File: config.mk
export PLATFORM = sky130hd
export DESIGN_NAME = fp_mul_seq_ctrl
export DESIGN_NICKNAME = d
export VERILOG_FILES = /design/src/rtl/fp_mul_seq_ctrl.sv
export SDC_FILE = /design/constraint.sdc
export NUM_CORES = 1
export LEC_CHECK = 0
export ABC_AREA = 0
export CAP_MARGIN = 20
export CORE_MARGIN = 5
export CORE_UTILIZATION = 45
export CTS_BUF_LIST = sky130_fd_sc_hd__clkbuf_4 sky130_fd_sc_hd__clkbuf_8
export DETAILED_ROUTE_END_ITERATION = 10
export MAX_ROUTING_LAYER = met4
export PLACE_DENSITY = 0.81
export SLEW_MARGIN = 20
export SYNTH_ARGS = -nofsm -noshare
export SYNTH_HDL_FRONTEND = slang
export SYNTH_SLANG_ARGS = --single-unit
File: constraint.sdc
create_clock -name clk -period 1.5 [get_ports clk]
set_input_delay 0.3 -clock clk [delete_from_list [all_inputs] [get_ports clk]]
set_output_delay 0.3 -clock clk [all_outputs]
set_load 0.02 [all_outputs]
File: src/rtl/fp_mul_seq_ctrl.sv
// fp_mul_seq_ctrl: sequencing FSM for the iterative single-precision multiplier datapath.
// Optional build macro MUL_EARLY_TERM_EN adds mul_rem_zero so MULT can stop once the
// remaining multiplier bits are all zero.
module fp_mul_seq_ctrl #(
  parameter int MANT_W = 24,
  parameter int CNT_W  = 5
) (
  input  logic             clk,
  input  logic             rst,
  input  logic             in_valid,
  output logic             in_ready,
  output logic             load_en,
  output logic             unpack_en,
  input  logic             special_i,
  output logic             bypass_sel,
  output logic             mul_step_en,
  output logic [CNT_W-1:0] mul_cnt,
  output logic             norm_en,
  output logic             round_en,
  input  logic             inexact_i,
  input  logic             overflow_i,
  output logic             out_valid,
  input  logic             out_ready,
  output logic             out_inexact,
  output logic             out_overflow,
  output logic             sticky_inexact,
  output logic             sticky_overflow,
  input  logic             flag_clr,
`ifdef MUL_EARLY_TERM_EN
  input  logic             mul_rem_zero,
`endif
  output logic             busy
);
  typedef enum logic [2:0] {IDLE, UNPACK, MULT, NORM, ROUND, HOLD} state_t;
  state_t state_q, state_d;
  logic [CNT_W-1:0] mul_cnt_q, mul_cnt_d;
  logic bypass_q, bypass_d, oi_q, oi_d, oo_q, oo_d, si_q, si_d, so_q, so_d;
  logic rem_zero, last_step;
`ifdef MUL_EARLY_TERM_EN
  assign rem_zero = mul_rem_zero;
`else
  assign rem_zero = 1'b0;
`endif
  assign last_step       = mul_cnt_q == CNT_W'(MANT_W - 1);
  assign in_ready        = state_q == IDLE;
  assign busy            = state_q != IDLE;
  assign load_en         = in_valid & in_ready;
  assign unpack_en       = state_q == UNPACK;
  assign mul_step_en     = state_q == MULT && !rem_zero;
  assign norm_en         = state_q == NORM;
  assign round_en        = state_q == ROUND;
  assign out_valid       = state_q == HOLD;
  assign mul_cnt         = mul_cnt_q;
  assign bypass_sel      = bypass_q;
  assign out_inexact     = oi_q;
  assign out_overflow    = oo_q;
  assign sticky_inexact  = si_q;
  assign sticky_overflow = so_q;
  // Next-state and flag update; a ROUND-cycle set overrides a simultaneous sticky clear.
  always_comb begin
    state_d   = state_q;
    mul_cnt_d = mul_cnt_q;
    bypass_d  = bypass_q;
    oi_d      = oi_q;
    oo_d      = oo_q;
    si_d      = flag_clr ? 1'b0 : si_q;
    so_d      = flag_clr ? 1'b0 : so_q;
    case (state_q)
      IDLE: if (in_valid) begin
        state_d  = UNPACK;
        bypass_d = 1'b0;
      end
      UNPACK: if (special_i) begin
        state_d  = HOLD;
        bypass_d = 1'b1;
        oi_d     = 1'b0;
        oo_d     = 1'b0;
      end else begin
        state_d   = MULT;
        mul_cnt_d = '0;
      end
      MULT: if (rem_zero) begin
        state_d = NORM;
      end else if (last_step) begin
        state_d   = NORM;
        mul_cnt_d = '0;
      end else begin
        mul_cnt_d = mul_cnt_q + CNT_W'(1);
      end
      NORM: begin
        state_d   = ROUND;
        mul_cnt_d = '0;
      end
      ROUND: begin
        state_d = HOLD;
        oi_d    = inexact_i;
        oo_d    = overflow_i;
        si_d    = si_d | inexact_i;
        so_d    = so_d | overflow_i;
      end
      HOLD: state_d = out_ready ? IDLE : HOLD;
      default: state_d = IDLE;
    endcase
  end
  // State and flag registers; reset abandons any operation in flight.
  always_ff @(posedge clk or posedge rst) begin
    if (rst) begin
      state_q   <= IDLE;
      mul_cnt_q <= '0;
      bypass_q  <= 1'b0;
      oi_q      <= 1'b0;
      oo_q      <= 1'b0;
      si_q      <= 1'b0;
      so_q      <= 1'b0;
    end else begin
      state_q   <= state_d;
      mul_cnt_q <= mul_cnt_d;
      bypass_q  <= bypass_d;
      oi_q      <= oi_d;
      oo_q      <= oo_d;
      si_q      <= si_d;
      so_q      <= so_d;
    end
  end
endmodule

---- Word level (Yosys, flattened, before mapping) ----
Index checks and enable logic that the tools add are counted.
operators by class
  muxes and demuxes ....................... 18
  reductions and logical operators ........ 9
  equal/unequal tests ..................... 10
  bitwise operators ....................... 3
  $add $sub $neg .......................... 1
operators by type and width
  kind                                                             count
  3-bit case mux with 6 select lines                               1
  5-bit case mux with 3 select lines                               1
  3-bit 2-to-1 mux                                                 4
  5-bit 2-to-1 mux                                                 2
  1-bit 2-to-1 mux                                                 7
  3-bit by 2-bit == test with 1-bit output, second input constant  2
  3-bit == test, second input constant                             2
  1-bit case mux with 2 select lines                               3
  2-bit AND reduction                                              3
  3-bit nonzero test                                               2
  5-bit by 1-bit adder with 5-bit output, second input constant    1
  5-bit == test, second input constant                             1
  2-bit by 1-bit != test with 1-bit output, second input constant  2
  2-bit != test, second input constant                             2
  2-bit nonzero test                                               2
  3-bit by 1-bit == test with 1-bit output, second input constant  1
  3-bit logical NOT                                                1
  3-bit AND reduction                                              1
  1-bit bitwise OR                                                 2
  1-bit bitwise AND                                                1
storage, ports and cells
  output and inout bits ................... 18
  bits of input ports ..................... 8
  bits in registers ....................... 13
  word-level logic and storage cells ...... 48

---- Logic depth before layout (Yosys ltp) ----
  depth in word-level cells ............... 3
  depth in mapped cells ................... 5
  gate-level depth less buffers ........... 4

---- Worst setup path after synthesis ----
Ideal clock, no wire load.
  path type ............................... flip-flop to output port
  from .................................... register state_q[2]
  to ...................................... output port load_en
  slack ................................... -0.282 ns
  data arrival time ....................... 1.482 ns
  data required time ...................... 1.200 ns
  cell stages (with the launch flop) ...... 5
  buffers on the path ..................... 1
  cells stage by stage .................... dfrtp_1 > buf_2 > nor3_1 > nand2_1 > inv_1
between the ends
  longest elaborated chain between the ends .. 2
RTL lines
  element                   line  text
  start: declaration        35    state_t state_q, state_d;
  start signal: assignment  116   state_q <= state_d;
  3-bit logical NOT         45    assign in_ready = state_q == IDLE;
  via in_ready              11    output logic in_ready,
  1-bit bitwise AND         47    assign load_en = in_valid & in_ready;
  end: declaration          12    output logic load_en,
The timed path passes the listed nets, and every way through them passes these cells.

---- Final worst setup path ----
  from .................................... register state_q[0]
  to ...................................... output port mul_step_en
between the ends
  longest elaborated chain between the ends .. 1
RTL lines
  element                                   line  text
  3-bit by 2-bit == test with 1-bit output  49    assign mul_step_en = state_q == MULT && !rem_zero;
  end: declaration                          16    output logic mul_step_en,
Every way passes these cells.

==> impl_summary.txt <==
----------------------------------------------------
[GRT]
  Pin count of the biggest net entering global routing ... 14
  Overall fraction of global-route tracks in use ... 0.1927
  Total gr overflow ... 0
  Antenna violations before repair ... 0
  Vias in the first global route ... about 800
  First-pass GRT wire length ... 3712 microns

[Route]
  Via count normalized by instance count ... 5.727
  Routed wirelength normalized by instance count ... 16.99 microns
  Final wirelength ... 2361 microns
  Detailed-route DRC error count ... 0
  DRT antenna net count ... 0
  Number of detailed-routing iterations run before antenna repair ... 5
  Via count of the routed design ... just under 800
  Number of DRC violations after detailed-routing iteration 0 ... between 40 and 50

[Floorplan]
  Initial cell density of the core ... 0.4759
  Height of the die ... about 50 microns
  Placeable core area ... approximately 1500 sq um
  Total die area ... 2492 sq um
  Chip width ... approximately 50 microns
  Top-level I/O count ... 26
  FP Rows ... 14

[Layout]
  ANT cells ... 0
  Layout area overhead ... 71.55%
  Fraction of final layout cells sized beyond drive strength 1 ... 0.4065
  Multi-input gate area in the final layout ... 385.4 sq um
  Footprint of the flip-flops and latches ... 329.1 sq um
  Count of filler cells inserted in the layout ... between 100 and 150
  Number of nets in the finished design ... 133

[Pwr]
  IR Drop Worst-Case VDD ... 1.350 mV
  Internal ... 1.534 mW
  Sequential fraction of design power ... 0.241
  LEAKAGE ... 0.6212 nW
  Share of power burned in combinational logic ... 0.674
  Net switching fraction of the power ... 0.4371
  Switching pwr ... 1.191 mW
  Clk pwr share ... 0.085
  Power consumption ... 2.724 mW
  P per Cell Area ... 2215 nW/um^2

[Setup path]
  Category of the worst setup path capture point ... output pin
  CP Launch Point ... state_q[0]
  Maximum net fanout on the critical path ... 5
  Worst r2r dst ... mul_cnt[4]
  Number of cells traversed by the worst register-to-register path ... 4
  Last element of the critical path ... mul_step_en
  Arrival time of the worst setup path ... 1330 ps
  Critical R2R Launch ... state_q[0]
  Critical path startpoint category ... flop
  Required time at the worst-slack endpoint ... 1200 ps
  Class of the most critical setup path ... reg -> out
  R2R Setup Slk ... 10 ps

[Synthesis]
  Number of warning messages in the yosys log ... 0
  Cell with the most instances after synthesis ... sky130_fd_sc_hd__dfrtp_1
  Prevailing post-synth register cell ... sky130_fd_sc_hd__dfrtp_1
  Mean instance size in the synthesized netlist ... 9.559 sq um
  Top area cells in the synthesized netlist ... sky130_fd_sc_hd__dfrtp_1 (45%), sky130_fd_sc_hd__o21ai_0 (5.6%), sky130_fd_sc_hd__inv_1 (3.7%), sky130_fd_sc_hd__nor3b_1 (3.1%), sky130_fd_sc_hd__and4b_1 (2.8%)
  Netlist Area Pre-Place ... about 720 sq um
  Cell accounting for the most synthesized area ... sky130_fd_sc_hd__dfrtp_1
  Sequential area share after synthesis ... 0.4538
  Cells after Synth ... 75
  Yosys cell types ... 31
  Most frequent cells after synthesis ... sky130_fd_sc_hd__dfrtp_1 (13), sky130_fd_sc_hd__o21ai_0 (8), sky130_fd_sc_hd__inv_1 (7)
  Share of the synthesized area in the top cell type ... 0.4538
  Flip-flop and latch count after synthesis ... 13
  Share of synthesized registers carrying an async set or reset ... 1.000
  Net count of the mapped netlist ... 84
  EDFF count, synth ... 0

[Placed design]
  Pre-CTS worst setup slack ... -304.3 ps
  HPWL after DPL ... 1484 microns
  Final weighted congestion in routability-driven placement ... 0.8334
  Port-buffer cells ... 25

[STA]
  Final count of pins violating max slew ... 0
  Remaining max-slew budget at the tightest pin ... 0.6611
  Time the worst path needs with I/O delays and setup ... approximately 1600 ps
  Final setup margin ... -133.5 ps
  Worst slew pin tran ... 507.8 ps
  Post-route fraction of the period consumed by the critical path ... 1.089
  Maximum clock skew at final layout ... 5.276 ps
  Unrepaired setup endpoints after global routing ... true
  Number of setup violations in the final report ... 7
  Maximum achievable frequency ... just over 0.6 GHz
  Final hold vios ... 0

[Flow run]
  Max-cap violations ... 0

[Clocking]
  Maximum level of the CTS H-tree ... 1
  CTS Root Buffer Type ... sky130_fd_sc_hd__clkbuf_4
  Clock input transition at the sequential cells of the worst setup and hold paths ... 90 ps
  Maximum number of buffers from clock root to sink ... 2
  Number of buffers inserted during clock tree synthesis ... 3
  Clock tree from TritonCTS ... built
  Number of clock sinks seen by CTS ... 13
  Worst-Skew Late Latency ... roughly 280 ps

[Run status]
  Failing checks ... negative setup slack
  Run status ... finished with violations

[Hold path]
  Type of the tightest min-delay check ... in -> async

----------------------------------------------------
[state kept, by name (all words and copies together) (netlist names)]
register	cells
sticky_inexact	1
state_q	3
out_overflow	1
sticky_overflow	1
mul_cnt	5
out_inexact	1
bypass_sel	1
[timing repair]
item,in CTS,in global routing
hold buffers,0,0
setup endpoints to repair,18,13
buffers inserted,7,2
pin swaps,5,5
resized for setup,62,13
[kinds of logic (layout without fill, tap and decap cells)]
kind of cell,count (synthesis),count (layout),synth area share
and+or+nand+nor,26,26,0.2391
AOI/OAI and AO/OA,23,23,0.2182
DFF,13,13,0.4537
buffers and inverters,12,60,0.07155
adders and majority gates,1,1,0.01745
[layer usage]
layer	global-route usage	share of wire
met4	0.1135	0.028
met1	0.2226	0.39
met3	0.03313	0.062
met2	0.3093	0.52
met5	-	0
[metrics by stage]
step / instances / TNS, ps / util / area, sq um / hold WS, ps
floorplan: 75 / -39.38 / - / 732.0 / 177.0
global placement: 127 / -1652 / 0.7259 / 1094 / 471.3
detailed placement: 127 / -1883 / 0.7259 / 1094 / 493.6
CTS: 138 / -290.1 / 0.7874 / 1186 / 355.0
global route: 139 / -1024 / 0.8164 / 1230 / 398.6
finish: 139 / -493.7 / 0.8164 / 1230 / 343.1
[how the worst min path moves through the flow]
| stage | cells after the start | to | slack, ps |
|---|---|---|---|
| 3_3_place_gp | 1 | bypass_sel | 470 |
| 3_5_place_dp | 1 | out_overflow | 490 |
| 2_1_floorplan | 1 | bypass_sel | 180 |
| 6_report | 2 | sticky_inexact | 340 |
| 5_1_grt | 2 | sticky_inexact | 400 |
| 4_1_cts | 2 | sticky_inexact | 360 |
[placed cells by master (no fill, tap or decap), types with 2 or more instances in the layout]
cell                              count
sky130_fd_sc_hd__a21o_1               2
sky130_fd_sc_hd__nor2b_1              3
sky130_fd_sc_hd__o21ai_0              7
sky130_fd_sc_hd__o221ai_1             2
sky130_fd_sc_hd__nand2_1              4
sky130_fd_sc_hd__clkdlybuf4s50_1      7
sky130_fd_sc_hd__dfrtp_2              3
sky130_fd_sc_hd__and4b_1              2
sky130_fd_sc_hd__nor3b_4              2
sky130_fd_sc_hd__a21boi_0             2
sky130_fd_sc_hd__buf_6               12
sky130_fd_sc_hd__dfrtp_1             10
sky130_fd_sc_hd__inv_1                5
sky130_fd_sc_hd__nand3_1              3
sky130_fd_sc_hd__a22o_1               2
sky130_fd_sc_hd__inv_2                2
sky130_fd_sc_hd__a31oi_1              2
sky130_fd_sc_hd__clkbuf_4             3
sky130_fd_sc_hd__buf_4               19
sky130_fd_sc_hd__dlygate4sd2_1       10
[worst max-delay path, cell delays in order, from the launching register on]
cell and delay, ps:
sky130_fd_sc_hd__dfrtp_2 470, sky130_fd_sc_hd__or3b_4 400, sky130_fd_sc_hd__inv_2 70, sky130_fd_sc_hd__buf_6 110
[power groups by stage]
stage / clock, mW / sequential (mW) / combinational, mW
after floorplan: 0 / 0.727 / 0.708
after global placement: 0 / 0.617 / 1.52
after detailed placement: 0 / 0.627 / 1.54
after CTS: 0.225 / 0.632 / 1.68
after global routing: 0.259 / 0.680 / 1.97
final: 0.231 / 0.656 / 1.84
[cell type report]
type                            instances  share of cell area
Timing Repair Buffer                   48              0.3540
Inverter                                8             0.02645
Multi-Input combinational cell         50              0.3133
Tap cell                               16             0.01628
Sequential cell                        13              0.2675
Clock buffer                            3             0.01831
Clock inverter                          1            0.004069
(Power assumes the default switching activity.)
